$ cat config.mk
export PLATFORM = sky130hd
export DESIGN_NAME = dm_sram_responder_flat
export DESIGN_NICKNAME = d
export VERILOG_FILES = /design/src/rtl/dm_sram_responder_pkg.sv /design/src/rtl/dm_sram_responder_if.sv /design/src/rtl/dm_sram_responder.sv /design/src/flat_wrapper.sv
export SDC_FILE = /design/constraint.sdc
export NUM_CORES = 1
export LEC_CHECK = 0
export ABC_CLOCK_PERIOD_IN_PS = 3050
export BUFFER_PORTS_ARGS = -buffer_cell sky130_fd_sc_hd__buf_2
export CELL_PAD_IN_SITES_DETAIL_PLACEMENT = 1
export CELL_PAD_IN_SITES_GLOBAL_PLACEMENT = 2
export CORE_ASPECT_RATIO = 0.5
export CORE_MARGIN = 1
export CORE_UTILIZATION = 32
export CTS_BUF_LIST = sky130_fd_sc_hd__clkbuf_4 sky130_fd_sc_hd__clkbuf_8 sky130_fd_sc_hd__clkbuf_16
export CTS_CLUSTER_SIZE = 10
export DETAILED_ROUTE_END_ITERATION = 10
export GPL_TIMING_DRIVEN = 0
export PLACE_DENSITY = 0.85
export SYNTH_ARGS = -nofsm -noshare
export SYNTH_HDL_FRONTEND = slang
export SYNTH_SLANG_ARGS = --single-unit
$ cat constraint.sdc
create_clock -name clk -period 3.05 [get_ports clk]
set_input_delay 0 -clock clk [delete_from_list [all_inputs] [get_ports clk]]
set_output_delay 0 -clock clk [all_outputs]
set_load 0.05 [all_outputs]
$ cat src/rtl/dm_sram_responder_pkg.sv
// Shared definitions for the SRAM responders: FSM state encoding and the
// idle (deasserted) bus levels, reused by the instruction-side Ram1 responder.
package dm_sram_responder_pkg;

  typedef enum logic [1:0] {
    ST_IDLE   = 2'd0,
    ST_SETUP  = 2'd1,
    ST_STROBE = 2'd2,
    ST_DONE   = 2'd3
  } mem_state_e;

  typedef struct packed {
    logic ce_n;
    logic oe_n;
    logic we_n;
    logic dq_oe;
  } sram_ctl_t;

  localparam sram_ctl_t SRAM_CTL_IDLE = '{ce_n: 1'b1, oe_n: 1'b1, we_n: 1'b1, dq_oe: 1'b0};

  localparam int WAIT_W = 4;

  function automatic logic [WAIT_W-1:0] wait_load(input int wait_cycles);
    return WAIT_W'(wait_cycles - 1);
  endfunction

endpackage

$ cat src/rtl/dm_sram_responder_if.sv
// MEM-stage data-memory request/response bus between exe_mem and the responder.
interface dm_sram_responder_if;
  logic        MemRead;
  logic        MemWrite;
  logic [15:0] Address;
  logic [15:0] WriteData;
  logic [15:0] ReadData;
  logic        mem_stall;

  modport master (
    output MemRead, MemWrite, Address, WriteData,
    input  ReadData, mem_stall
  );

  modport slave (
    input  MemRead, MemWrite, Address, WriteData,
    output ReadData, mem_stall
  );
endinterface

$ cat src/rtl/dm_sram_responder.sv
// Data-memory responder: runs one multi-cycle SRAM access per MEM-stage
// request and stalls the pipeline until the access has been strobed.
module dm_sram_responder
  import dm_sram_responder_pkg::*;
#(
  parameter int         WAIT_CYCLES = 1,
  parameter logic [1:0] ADDR_HI     = 2'b00
) (
  input  logic                 clk,
  input  logic                 rst,
  dm_sram_responder_if.slave   mem,
  output logic [17:0]          ram_addr,
  output logic [15:0]          ram_dq_o,
  output logic                 ram_dq_oe,
  input  logic [15:0]          ram_dq_i,
  output logic                 ram_ce_n,
  output logic                 ram_oe_n,
  output logic                 ram_we_n
);

  localparam logic [WAIT_W-1:0] CNT_LOAD = wait_load(WAIT_CYCLES);

  mem_state_e        state_q, state_d;
  logic              op_wr_q;
  logic [WAIT_W-1:0] cnt_q;
  logic [15:0]       read_data_q;
  logic              req;
  logic              stall;
  sram_ctl_t         ctl;

  assign req = mem.MemRead | mem.MemWrite;

  // Address/data/op are captured only on IDLE->SETUP so the SRAM sees a
  // stable address for the whole access.
  always_ff @(posedge clk or posedge rst) begin
    if (rst) begin
      state_q     <= ST_IDLE;
      op_wr_q     <= 1'b0;
      cnt_q       <= '0;
      ram_addr    <= '0;
      ram_dq_o    <= '0;
      read_data_q <= '0;
    end else begin
      state_q <= state_d;
      case (state_q)
        ST_IDLE: begin
          if (req) begin
            op_wr_q  <= mem.MemWrite;
            ram_addr <= {ADDR_HI, mem.Address};
            ram_dq_o <= mem.WriteData;
          end
        end
        ST_SETUP: cnt_q <= CNT_LOAD;
        ST_STROBE: begin
          if (cnt_q != '0) begin
            cnt_q <= cnt_q - 1'b1;
          end else if (!op_wr_q) begin
            read_data_q <= ram_dq_i;
          end
        end
        default: ;
      endcase
    end
  end

  always_comb begin
    state_d = state_q;
    ctl     = SRAM_CTL_IDLE;
    stall   = 1'b0;
    case (state_q)
      ST_IDLE: begin
        stall = req;
        if (req) state_d = ST_SETUP;
      end
      ST_SETUP: begin
        stall    = 1'b1;
        ctl.ce_n = 1'b0;
        if (op_wr_q) ctl.dq_oe = 1'b1;
        else         ctl.oe_n  = 1'b0;
        state_d  = ST_STROBE;
      end
      ST_STROBE: begin
        stall    = 1'b1;
        ctl.ce_n = 1'b0;
        if (op_wr_q) begin
          ctl.we_n  = 1'b0;
          ctl.dq_oe = 1'b1;
        end else begin
          ctl.oe_n  = 1'b0;
        end
        if (cnt_q == '0) state_d = ST_DONE;
      end
      ST_DONE: begin
        // Write keeps the chip selected and the bus driven for data hold.
        if (op_wr_q) begin
          ctl.ce_n  = 1'b0;
          ctl.dq_oe = 1'b1;
        end
        state_d = ST_IDLE;
      end
      default: state_d = ST_IDLE;
    endcase
  end

  assign ram_ce_n      = ctl.ce_n;
  assign ram_oe_n      = ctl.oe_n;
  assign ram_we_n      = ctl.we_n;
  assign ram_dq_oe     = ctl.dq_oe;
  assign mem.ReadData  = read_data_q;
  assign mem.mem_stall = stall & ~rst;

endmodule
$ cat src/flat_wrapper.sv
// flat-port wrapper written by rule: the top's interface ports become plain ports
module dm_sram_responder_flat import dm_sram_responder_pkg::*;
#(
  parameter int         WAIT_CYCLES = 1,
  parameter logic [1:0] ADDR_HI     = 2'b00
)
  (clk, rst, ram_addr, ram_dq_o, ram_dq_oe, ram_dq_i, ram_ce_n, ram_oe_n, ram_we_n, mem_MemRead, mem_MemWrite, mem_Address, mem_WriteData, mem_ReadData, mem_mem_stall);
  dm_sram_responder_if mem_i ();
  input  logic clk;
  input  logic rst;
  output logic [17:0] ram_addr;
  output logic [15:0] ram_dq_o;
  output logic ram_dq_oe;
  input  logic [15:0] ram_dq_i;
  output logic ram_ce_n;
  output logic ram_oe_n;
  output logic ram_we_n;
  input wire logic [$bits(mem_i.MemRead)-1:0] mem_MemRead;
  input wire logic [$bits(mem_i.MemWrite)-1:0] mem_MemWrite;
  input wire logic [$bits(mem_i.Address)-1:0] mem_Address;
  input wire logic [$bits(mem_i.WriteData)-1:0] mem_WriteData;
  output wire logic [$bits(mem_i.ReadData)-1:0] mem_ReadData;
  output wire logic [$bits(mem_i.mem_stall)-1:0] mem_mem_stall;
  assign mem_i.MemRead = mem_MemRead;
  assign mem_i.MemWrite = mem_MemWrite;
  assign mem_i.Address = mem_Address;
  assign mem_i.WriteData = mem_WriteData;
  assign mem_ReadData = mem_i.ReadData;
  assign mem_mem_stall = mem_i.mem_stall;
  dm_sram_responder #(.WAIT_CYCLES(WAIT_CYCLES), .ADDR_HI(ADDR_HI)) u_core (.clk(clk), .rst(rst), .mem(mem_i), .ram_addr(ram_addr), .ram_dq_o(ram_dq_o), .ram_dq_oe(ram_dq_oe), .ram_dq_i(ram_dq_i), .ram_ce_n(ram_ce_n), .ram_oe_n(ram_oe_n), .ram_we_n(ram_we_n));
endmodule
==> run_summary.xml <==
<?xml version="1.0" encoding="UTF-8"?>
<metrics>
  <group name="run_status">
    <metric name="outcome" unit="">completed</metric>
  </group>
  <group name="global_routing">
    <metric name="globalRoute.totalOverflow" unit="">0</metric>
    <metric name="first_global_vias" unit="">2250</metric>
    <metric name="antenna_found_initial" unit="">0</metric>
    <metric name="pin_count_of_the_biggest_net_entering_global_routing" unit="">36</metric>
    <metric name="globalRouteTotalUtil" unit="%">20.6</metric>
    <metric name="global_route_wire_length_before_repair" unit="um">11800</metric>
  </group>
  <group name="critical_path">
    <metric name="crit-reg2reg-launch" unit="">u_core.state_q[0]</metric>
    <metric name="crit_path_max_incr_delay" unit="ns">0.43</metric>
    <metric name="path_cells" unit="">inv_1, ha_1, clkbuf_1, nor2_1, nor3b_1, buf_2</metric>
    <metric name="cp-startpoint" unit="">u_core.state_q[0]</metric>
    <metric name="reg2reg_to" unit="">u_core.ram_addr[14]</metric>
    <metric name="critPathArrivalTime" unit="ns">2.17</metric>
    <metric name="timing.critical_path.slowest_stage_cell" unit="">sky130_fd_sc_hd__dfrtp_1</metric>
    <metric name="setup.worst_path.start_class" unit="">register</metric>
    <metric name="r2r_cells" unit="">5</metric>
    <metric name="setup.worst_path.end" unit="">ram_dq_oe</metric>
    <metric name="regToRegSetupSlack" unit="ns">1.27</metric>
    <metric name="worstSetupPathType" unit="">reg -&gt; out</metric>
    <metric name="critPathRequiredTime" unit="ns">3.05</metric>
    <metric name="worst_setup_end_kind" unit="">primary output</metric>
    <metric name="highest_net_fanout_along_the_worst_path" unit="">10</metric>
  </group>
  <group name="timing">
    <metric name="finClkSkew" unit="ns">0.00481</metric>
    <metric name="rsz0062_at_grt" unit="">false</metric>
    <metric name="slew-limit-headroom" unit="%">65.9</metric>
    <metric name="period_share" unit="%">71.1</metric>
    <metric name="setup_violation_total_in_the_final_timing_report" unit="">0</metric>
    <metric name="final_max_slew_viol_count" unit="">0</metric>
    <metric name="report.final.hold_viol_count" unit="">0</metric>
    <metric name="max_freq" unit="MHz">461</metric>
    <metric name="timing_worst_slew_pin_value" unit="ns">0.511</metric>
    <metric name="finalSetupTns" unit="ns">0</metric>
    <metric name="final_period_minus_worst_setup_slack" unit="ns">2.17</metric>
  </group>
  <group name="cts">
    <metric name="htreeDepth" unit="">2</metric>
    <metric name="tritoncts_num_sinks" unit="">55</metric>
    <metric name="cts_setup_buffers" unit="">0</metric>
    <metric name="cts_resized" unit="">0</metric>
    <metric name="cts_tree" unit="">yes</metric>
    <metric name="clockBufferDepth" unit="">2</metric>
    <metric name="clock_latency" unit="ns">0.29</metric>
    <metric name="clockRootBuffer" unit="">sky130_fd_sc_hd__clkbuf_16</metric>
    <metric name="worst_setup_hold_path_clk_slew" unit="ns">0.07</metric>
    <metric name="cts_made_buffers" unit="">5</metric>
  </group>
  <group name="routing">
    <metric name="remaining_routing_drc_violations" unit="">0</metric>
    <metric name="wl" unit="um">7100</metric>
    <metric name="route.antenna.remaining_nets" unit="">0</metric>
    <metric name="detailedRoute.firstIterationViolations" unit="">74</metric>
    <metric name="drt-wirelength-per-cell" unit="um">17.2</metric>
    <metric name="route.detailed.vias_per_inst" unit="">4.58</metric>
    <metric name="detail_route.first_pass.iterations" unit="">4</metric>
    <metric name="routed-via-count" unit="">1887</metric>
  </group>
  <group name="synthesis">
    <metric name="postSynthAreaPerCell" unit="um^2">14.9</metric>
    <metric name="synth_enable_flop_cells" unit="">0</metric>
    <metric name="ys.flop_type" unit="">sky130_fd_sc_hd__dfrtp_1</metric>
    <metric name="yosys.area.top_type_share" unit="%">58.7</metric>
    <metric name="yosys.cell_types.count" unit="">31</metric>
    <metric name="post_synth_instance_area" unit="um^2">2340</metric>
    <metric name="synth.yosys.seq_area_share" unit="%">58.7</metric>
    <metric name="ys_seq_elements" unit="">55</metric>
    <metric name="async_reset_ff_share" unit="%">100</metric>
    <metric name="ys_top_cells_by_area" unit="">sky130_fd_sc_hd__dfrtp_1, sky130_fd_sc_hd__mux2_2, sky130_fd_sc_hd__mux2_4</metric>
    <metric name="synthesis.yosys.warnings" unit="">0</metric>
    <metric name="gate_count_post_synth" unit="">157</metric>
    <metric name="synth_largest_area_cell" unit="">sky130_fd_sc_hd__dfrtp_1</metric>
  </group>
  <group name="layout">
    <metric name="layout.nets" unit="">378</metric>
    <metric name="diodes" unit="">0</metric>
    <metric name="layout-drive-gt1-share" unit="%">53.8</metric>
    <metric name="syn2layout_area_growth" unit="%">55.2</metric>
  </group>
  <group name="floorplan">
    <metric name="full_die_area" unit="um^2">7690</metric>
    <metric name="die_y" unit="um">62.5</metric>
    <metric name="die-width" unit="um">123</metric>
    <metric name="floorplan.io_pins" unit="">107</metric>
    <metric name="core-area" unit="um^2">6880</metric>
    <metric name="fp-row-count" unit="">21</metric>
    <metric name="floorplan.initialDensity" unit="%">34.1</metric>
  </group>
  <group name="min_path">
    <metric name="hold_path.class" unit="">in -&gt; reg</metric>
  </group>
  <group name="placement">
    <metric name="gp_congestion" unit="">0.750</metric>
    <metric name="place_hpwl" unit="um">4530</metric>
    <metric name="port-buffer-count" unit="">104</metric>
  </group>
  <group name="job">
    <metric name="max-cap-violations" unit="">0</metric>
  </group>
</metrics>
## metrics by stage
| stage | area (um^2) | util, % | std cells | setup WS, ns | hold WS (ns) |
|---|---|---|---|---|---|
| final | 3640 | 52.9 | 412 | 0.880 | 0.0312 |
| after global routing | 3640 | 52.9 | 412 | 0.690 | 0.0256 |
| after CTS | 3640 | 52.9 | 412 | 0.845 | 0.00153 |
| after detailed placement | 3000 | 43.6 | 355 | 1.17 | 0.0747 |
| after global placement | 2980 | 43.3 | 354 | 0.990 | 0.231 |
| after floorplan | 2350 | - | 158 | 0.775 | 0.110 |
## worst min path at each step
stage / end / from / cells past startpoint / slack, ns
after CTS: u_core.op_wr_q / mem_MemWrite / 3 / 0.002
after floorplan: u_core.op_wr_q / mem_MemWrite / 2 / 0.11
after detailed placement: u_core.ram_addr[15] / rst / 2 / 0.07
after global routing: u_core.op_wr_q / mem_MemWrite / 3 / 0.03
after global placement: u_core.ram_addr[7] / mem_Address[7] / 2 / 0.23
final: u_core.op_wr_q / mem_MemWrite / 3 / 0.03
## cells in the final DEF (no fill, tap or decap), types with 3 or more instances in the layout
cell type / count
sky130_fd_sc_hd__nor3b_1: 3
sky130_fd_sc_hd__nand2_1: 7
sky130_fd_sc_hd__ha_1: 7
sky130_fd_sc_hd__buf_2: 107
sky130_fd_sc_hd__mux2_4: 10
sky130_fd_sc_hd__dfrtp_1: 55
sky130_fd_sc_hd__dlygate4sd3_1: 49
sky130_fd_sc_hd__clkbuf_16: 5
sky130_fd_sc_hd__inv_1: 5
sky130_fd_sc_hd__mux2_2: 38
## registers in the layout, summed over array words and instances, names as in the netlist
signal               count
u_core.op_wr_q           1
u_core.mem.ReadData     16
u_core.ram_dq_o         16
u_core.ram_addr         16
u_core.cnt_q             4
u_core.state_q           2
## timing repair
| item | 4_1_cts | 5_1_grt |
|---|---|---|
| hold buffers | 49 | 0 |
| endpoints found under the setup margin | 0 | 0 |
| endpoints found under the hold margin | 68 | 0 |
## cell usage after synthesis, drive strengths merged (2+ instances only)
master  instances
inv             6
buf             6
ha              7
mux2           48
nor2            2
dfrtp          55
nand2b          2
nand2           7
a21oi           2
o21ai           2
nor3b           4
mux2i           2
## metal layers
layer	vias to the layer above	global-route usage (%)	wire length, um
li1	867	-	-
met1	938	21.3	2600
met2	58	38.7	3990
met3	24	4.11	217
met4	0	11.6	292
met5	-	0	0
## logic make-up (layout without fill, tap and decap cells)
family                     after synthesis  count (layout)  share of synthesized area (%)
AOI/OAI and AO/OA                       10              10                           2.99
xor gates and xnor gates                 1               1                          0.374
adders and majority gates                7               7                           3.74
buffers and inverters                   13             175                           2.88
DFF                                     55              55                           58.7
muxes                                   50              50                           25.5
other                                    1               2                          0.160
and+or+nand+nor                         20              20                           5.66
## critical path: cells and delay by family, from the launching register on
kind | cells | cell delay, ns
flops | 1 | 0.43
simple gates | 2 | 0.33
fa+ha+maj | 1 | 0.30
buf+inv | 3 | 0.82
## final cells by class
class | count | area [um^2]
plain buffers | 7 | 45.0
clock buffers | 6 | 133
clock inverters | 2 | 12.5
fillers | 751 | 3240
inverters | 6 | 22.5
multi-input cells | 90 | 905
flip-flops and latches | 55 | 1380
well taps | 92 | 115
repair buffers | 154 | 1030
Power is not shown: default switching activity piles up to over one toggle a cycle in this logic, so the estimate is an artifact.
